[src/rtl/alu_share_arb.sv]
// alu_share_arb
// -----------------------------------------------------------------------------
// Two-requester arbiter and sequencer for a shared, purely combinational 8-bit
// ALU. An operation is accepted from one requester at a time and its operands
// are registered into the ALU. The ALU gets one full clock to settle. Its result
// and overflow flag are then captured and held for the requester that issued
// the operation until that requester takes them.
//
// Optional feature macro: ALU_ARB_FAIR_EN
//   defined   : round-robin arbitration. The pointer flips after every
//               completed response handshake.
//   undefined : fixed priority (req0 wins whenever it is valid). No pointer
//               register is built.
//
// Ports
//   clk, rst                  clock, synchronous active-high reset
//   reqN_valid / reqN_ready   operation handshake for requester N (ready is
//                             combinational and only asserted in IDLE)
//   reqN_a, reqN_b, reqN_op   operation payload for requester N
//   alu_a, alu_b, alu_op      registered operands/opcode into the ALU
//   alu_y, alu_ovf            combinational ALU result/flag
//   rspN_valid / rspN_ready   result handshake for requester N
//   rsp_y, rsp_ovf            captured result/flag shared by both response ports
// -----------------------------------------------------------------------------
module alu_share_arb #(
    parameter int W   = 8,
    parameter int OPW = 2
) (
    input  logic           clk,
    input  logic           rst,
    input  logic           req0_valid,
    output logic           req0_ready,
    input  logic [W-1:0]   req0_a,
    input  logic [W-1:0]   req0_b,
    input  logic [OPW-1:0] req0_op,
    input  logic           req1_valid,
    output logic           req1_ready,
    input  logic [W-1:0]   req1_a,
    input  logic [W-1:0]   req1_b,
    input  logic [OPW-1:0] req1_op,
    output logic [W-1:0]   alu_a,
    output logic [W-1:0]   alu_b,
    output logic [OPW-1:0] alu_op,
    input  logic [W-1:0]   alu_y,
    input  logic           alu_ovf,
    output logic           rsp0_valid,
    input  logic           rsp0_ready,
    output logic           rsp1_valid,
    input  logic           rsp1_ready,
    output logic [W-1:0]   rsp_y,
    output logic           rsp_ovf
);

    typedef enum logic [1:0] {
        IDLE  = 2'd0,
        ISSUE = 2'd1,
        RESP  = 2'd2
    } state_t;

    state_t state_r;
    state_t state_s;
    logic   owner_r;    // 1'b0: req0 owns the in-flight operation, 1'b1: req1
    logic   pick1_s;    // arbitration winner if a grant happens this cycle
    logic   accept_s;   // an operation is accepted on the coming edge
    logic   done_s;     // response handshake completes on the coming edge

`ifdef ALU_ARB_FAIR_EN
    logic   ptr_r;      // requester preferred when both are valid

    // Round-robin winner selection: the pointer only matters under contention.
    always_comb begin
        pick1_s = 1'b0;
        if (req0_valid && req1_valid) begin
            pick1_s = ptr_r;
        end else if (req1_valid) begin
            pick1_s = 1'b1;
        end else begin
            pick1_s = 1'b0;
        end
    end
`else
    // Fixed-priority winner selection: req1 only when req0 is idle.
    always_comb begin
        pick1_s = 1'b0;
        if (req0_valid) begin
            pick1_s = 1'b0;
        end else if (req1_valid) begin
            pick1_s = 1'b1;
        end else begin
            pick1_s = 1'b0;
        end
    end
`endif

    // Grant and handshake qualifiers; ready is forced low while in reset.
    always_comb begin
        accept_s   = (state_r == IDLE) && !rst && (req0_valid || req1_valid);
        req0_ready = accept_s && !pick1_s;
        req1_ready = accept_s && pick1_s;
        done_s     = (state_r == RESP) && (owner_r ? rsp1_ready : rsp0_ready);
    end

    // Next-state logic for the IDLE -> ISSUE -> RESP sequence.
    always_comb begin
        state_s = state_r;
        case (state_r)
            IDLE: begin
                if (accept_s) begin
                    state_s = ISSUE;
                end else begin
                    state_s = IDLE;
                end
            end
            ISSUE: begin
                state_s = RESP;
            end
            RESP: begin
                if (done_s) begin
                    state_s = IDLE;
                end else begin
                    state_s = RESP;
                end
            end
            default: begin
                state_s = IDLE;
            end
        endcase
    end

    // State register.
    always_ff @(posedge clk) begin
        if (rst) begin
            state_r <= IDLE;
        end else begin
            state_r <= state_s;
        end
    end

    // Operand registers: loaded only on acceptance so the ALU inputs stay quiet otherwise.
    always_ff @(posedge clk) begin
        if (rst) begin
            alu_a   <= {W{1'b0}};
            alu_b   <= {W{1'b0}};
            alu_op  <= {OPW{1'b0}};
            owner_r <= 1'b0;
        end else if (accept_s) begin
            alu_a   <= pick1_s ? req1_a  : req0_a;
            alu_b   <= pick1_s ? req1_b  : req0_b;
            alu_op  <= pick1_s ? req1_op : req0_op;
            owner_r <= pick1_s;
        end
    end

    // Result capture at the end of the ALU settle cycle.
    always_ff @(posedge clk) begin
        if (rst) begin
            rsp_y   <= {W{1'b0}};
            rsp_ovf <= 1'b0;
        end else if (state_r == ISSUE) begin
            rsp_y   <= alu_y;
            rsp_ovf <= alu_ovf;
        end
    end

    // Response valid flags, set with the capture and cleared on handshake.
    always_ff @(posedge clk) begin
        if (rst) begin
            rsp0_valid <= 1'b0;
            rsp1_valid <= 1'b0;
        end else if (state_r == ISSUE) begin
            rsp0_valid <= !owner_r;
            rsp1_valid <= owner_r;
        end else if (done_s) begin
            rsp0_valid <= 1'b0;
            rsp1_valid <= 1'b0;
        end
    end

`ifdef ALU_ARB_FAIR_EN
    // Round-robin pointer flips after every completed response, whoever was served.
    always_ff @(posedge clk) begin
        if (rst) begin
            ptr_r <= 1'b0;
        end else if (done_s) begin
            ptr_r <= ~ptr_r;
        end
    end
`endif

endmodule

[config.mk]
export PLATFORM = sky130hd
export DESIGN_NAME = alu_share_arb
export DESIGN_NICKNAME = d
export VERILOG_FILES = /design/src/rtl/alu_share_arb.sv
export SDC_FILE = /design/constraint.sdc
export NUM_CORES = 1
export LEC_CHECK = 0
export CELL_PAD_IN_SITES_DETAIL_PLACEMENT = 1
export CELL_PAD_IN_SITES_GLOBAL_PLACEMENT = 2
export CORE_UTILIZATION = 21
export DETAILED_ROUTE_END_ITERATION = 16
export PLACE_DENSITY = 0.87
export SETUP_SLACK_MARGIN = 0.3
export SYNTH_ARGS = -nofsm -noshare
export SYNTH_HDL_FRONTEND = slang
export SYNTH_SLANG_ARGS = --single-unit
[constraint.sdc]
create_clock -name clk -period 2.4 [get_ports clk]
set_clock_uncertainty 0.05 [all_clocks]
set_input_delay 0.48 -clock clk [delete_from_list [all_inputs] [get_ports clk]]
set_output_delay 0.48 -clock clk [all_outputs]
set_load 0.005 [all_outputs]
=== Yosys cells after proc, flatten, opt, wreduce, memory -nomap -nowiden ===
Index checks and enable logic that the tools add are counted.

* Register bits: 32
* Bits of input ports: 51
* Output and inout bits: 31
* Word-level logic and storage cells: 34

* Equality and inequality tests: 2
* Multiplexer cells: 12
* Reduce and logical (&&, ||, !) cells: 11

{| class="wikitable"
|+ Operators by type and width
! cell !! number
|-
| 8-bit two-way mux || 2
|-
| 1-bit two-way mux || 7
|-
| 2-bit one-hot mux with 3 select lines || 1
|-
| 1-bit logical AND || 5
|-
| 2-bit two-way mux || 2
|-
| 1-bit logical NOT || 3
|-
| 2-bit by 1-bit == test with 1-bit output (second input constant) || 1
|-
| 2-bit == test (second input constant) || 1
|-
| 2-bit logical NOT || 1
|-
| 2-bit nonzero test || 1
|-
| 1-bit logical OR || 1
|}

=== Logic depth before layout (Yosys ltp) ===
* Word-level depth: 5
* Mapped depth: 4
* Gate-level depth less buffers: 3

=== Least setup slack after synthesis ===
OpenSTA, ideal clock, no wires.

* Path kind: input-to-output
* From: input req0_valid
* To: output req0_ready
* Arrival time: 1.144 ns
* Data required time: 1.870 ns
* Slack: 0.726 ns
* Stages: 3
* Cell sequence: nor3b_1 -> clkbuf_1 -> nor2b_1

* Word-level cells in the longest chain between the ends: 3
* Elaborated cells between the ends (all ways): 5

{| class="wikitable"
|+ Ends and longest elaborated chain
! item !! RTL line !! source
|-
| from (decl) || 31 || <nowiki>input logic req0_valid,</nowiki>
|-
| 1-bit two-way mux / 1-bit logical OR (equally long branches) || 85, 97 ||
|-
| 1-bit logical NOT / 1-bit logical AND (equally long branches) || 98, 97 ||
|-
| 1-bit logical AND * || 98 || <nowiki>req0_ready = accept_s && !pick1_s;</nowiki>
|-
| to (decl) || 32 || <nowiki>output logic req0_ready,</nowiki>
|}

Mark *: on every way between the ends. The rest lies on a longest branch, timed or not.

=== Worst setup path in the final report ===
Ends and elaborated chain as after synthesis.

==> qor.txt <==
Status -> finished clean
CTS tree -> yes
Synth top area cells -> dfxtp_1 (49%), o221a_2 (16%), a21oi_1 (11%)
Syn nets -> 195
RSZ-0062 raised after global routing -> false
Post-DR wirelength/cell -> 13.2 um
CP delay by family, top -> buffers and inverters
Setup TNS -> 0 ns
Routability cong. -> 0.709
CP max-delay cell -> clkdlybuf4s50_1
HPWL Detailed -> 2870 um
Relative slew slack -> 0.719
Layout cell share with drive strength beyond 1 -> 0.162
Clk Latency, worst-skew pair -> 0.27 ns
Iter 0 DRT Violations -> 53
Final antenna-violating net count -> 0
Period utilization -> 0.841
Crit start category -> primary input
Min-delay src -> rsp_y[6]
Tightest Pin Transition -> 0.422 ns
Max FO, Critical Path -> 3
DR pass1 iterations -> 4
Critical Path, Cell by Cell -> clkdlybuf4s50_1 > nor3b_4 > nor2b_1 > clkbuf_2
H-Tree Depth -> 2
Largest net degree at the start of global routing -> 32
Core box area -> 5960 um2
Inst Count DP -> 295
Pwr/cell area -> 585 nW/um2
#FFs+latches synth -> 32
Area Growth Syn to Fin -> 76.1%
Clock Tree Buf Depth -> 2
Congestion Overflow GR -> 0
Port bufs -> 81
# setup viols final -> 0
Commonest cells after routing, fill and taps aside -> clkdlybuf4s50_1 (79), dfxtp_1 (32), a21oi_1 (29)
Root Buffer -> clkbuf_8
WP buf/inv -> 2
Vias per inst -> 4.47
Post-layout power -> 1.35 mW
DRC viols -> 0
Placed instance area -> 2200 um2
Vias in the first global route -> 1,395
Nets -> 279
Fmax -> 0.495 GHz
Cell taking the most area after synthesis -> dfxtp_1
Total Routing Usage GR -> 0.135
Starting Density -> 0.219
Max Cap Violations -> 0
Crit path DAT -> 1.49 ns
Synthesized area per cell -> 9.07 um2
Critical path endpoint category -> output pin
Finished Cell Area -> 2300 um2
Non-Filler Instances -> 304
CTS clk-pin slew, worst paths -> 0.07 ns
N_diodes -> 0
Total wire length -> 4010 um
Class of the worst hold path -> register to register
Slew Limit Fails -> 0
Cells after Synth -> 144
Number of I/O pins -> 82
Seq/Total Area, Yosys -> 0.490
Synth warn -> 0
Commonest non-fill, non-tap cell in the layout -> clkdlybuf4s50_1
Vias -> 1,359
Die Width -> 80.9 um
Site Rows -> 28
Die height -> 80.9 um
Min Tclk post-route -> 2.02 ns
Leakage power -> 0.921 nW
Post-Syn Area -> 1310 um2
VDD IR max -> 0.280 mV
Yosys cell types -> 21
Crit path launch -> req0_valid
Final Hold Viols -> 0
Worst reg2reg path startpoint -> state_r[1]
Antenna violations before repair -> 0
First-pass GRT wire length -> 6690 um
Synth top area share -> 0.490
Worst EP required -> 1.87 ns
Largest stage delay, worst path -> 0.52 ns
Cts bufs inserted -> 5
Die area -> 6540 um2
WHS -> 0.407 ns
TritonCTS Sinks -> 32
Setup CP Type -> primary input to output pin
==> worst paths after layout <==
check	endpoint	slack, ns	cells past startpoint
hold / removal	rsp_y[6]	0.41	2
hold reg to reg	rsp_y[6]	0.41	2
setup / recovery	req0_ready	0.38	4
setup reg to reg	alu_b[3]	0.97	5
==> per-stage QoR <==
step | setup WS, ns | utilization
2_1_floorplan | 0.726 | -
6_report | 0.381 | 0.386
5_1_grt | 0.304 | 0.386
3_5_place_dp | 0.00267 | 0.370
3_3_place_gp | 0.0338 | 0.370
4_1_cts | 0.242 | 0.385
==> cell type report <==
class                      instances  area (um2)
fill                             712        3660
timing repair buffer              87         846
sequential                        32         641
multi-input combinational         84         559
tap                               75        93.8
clock buffer                       6        82.6
inverter                          18        67.6
clock inverter                     2        10.0
==> worst register-to-register path, delay by kind of cell, from the launching register on <==
kind                   cells  cell delay (ns)
AO/OA/AOI/OAI              2             0.37
buffers and inverters      2             0.33
flip-flops                 1             0.53
AND/OR/NAND/NOR            1             0.08
==> kinds of logic after synthesis <==
kind of cell | Yosys count | share of synthesized area
multiplexers | 1 | 0.00766
AND/OR/NAND/NOR | 34 | 0.134
AO/OA/AOI/OAI | 49 | 0.278
flip-flops | 32 | 0.490
buffers and inverters | 28 | 0.0900
==> state kept, by name (all words and copies together) (netlist names) <==
register,count
alu_a,8
rsp_ovf,1
owner_r,1
rsp_y,8
alu_op,2
alu_b,8
rsp0_valid,1
state_r,2
rsp1_valid,1
==> where the power goes <==
group | internal (mW) | switching, mW | leakage [nW]
Combinational | 0.203 | 0.115 | 0.607
Clock | 0.229 | 0.192 | 0.0510
Sequential | 0.577 | 0.0316 | 0.263
==> cells in the mapped netlist <==
master / instances
a21oi_1: 29
nand2_1: 18
nor3_1: 2
nor3b_1: 1
a211oi_1: 1
o21bai_1: 1
nor2b_1: 1
and2b_1: 1
mux2i_1: 1
clkbuf_1: 5
buf_6: 1
nor2_1: 6
o221a_2: 18
nand3b_1: 1
inv_1: 18
buf_2: 4
nand3b_2: 1
dfxtp_1: 32
or2b_1: 1
nand2b_1: 1
nor4_4: 1
==> per-layer routing <==
layer  vias to the layer above  share of wire  track usage
met5                         -              0            0
met4                         0         0.0072       0.0375
met2                        45           0.49        0.239
li1                        666              -            -
met1                       644           0.43        0.152
met3                         4          0.074       0.0472
==> repair_timing <==
action                                  in CTS  in global routing
endpoints found under the setup margin       2                  2
gates resized for setup                      2                  5
hold buffers                                 0                  0
setup buffers                                0                  1
Note: power is estimated with default switching activity, not from simulation.
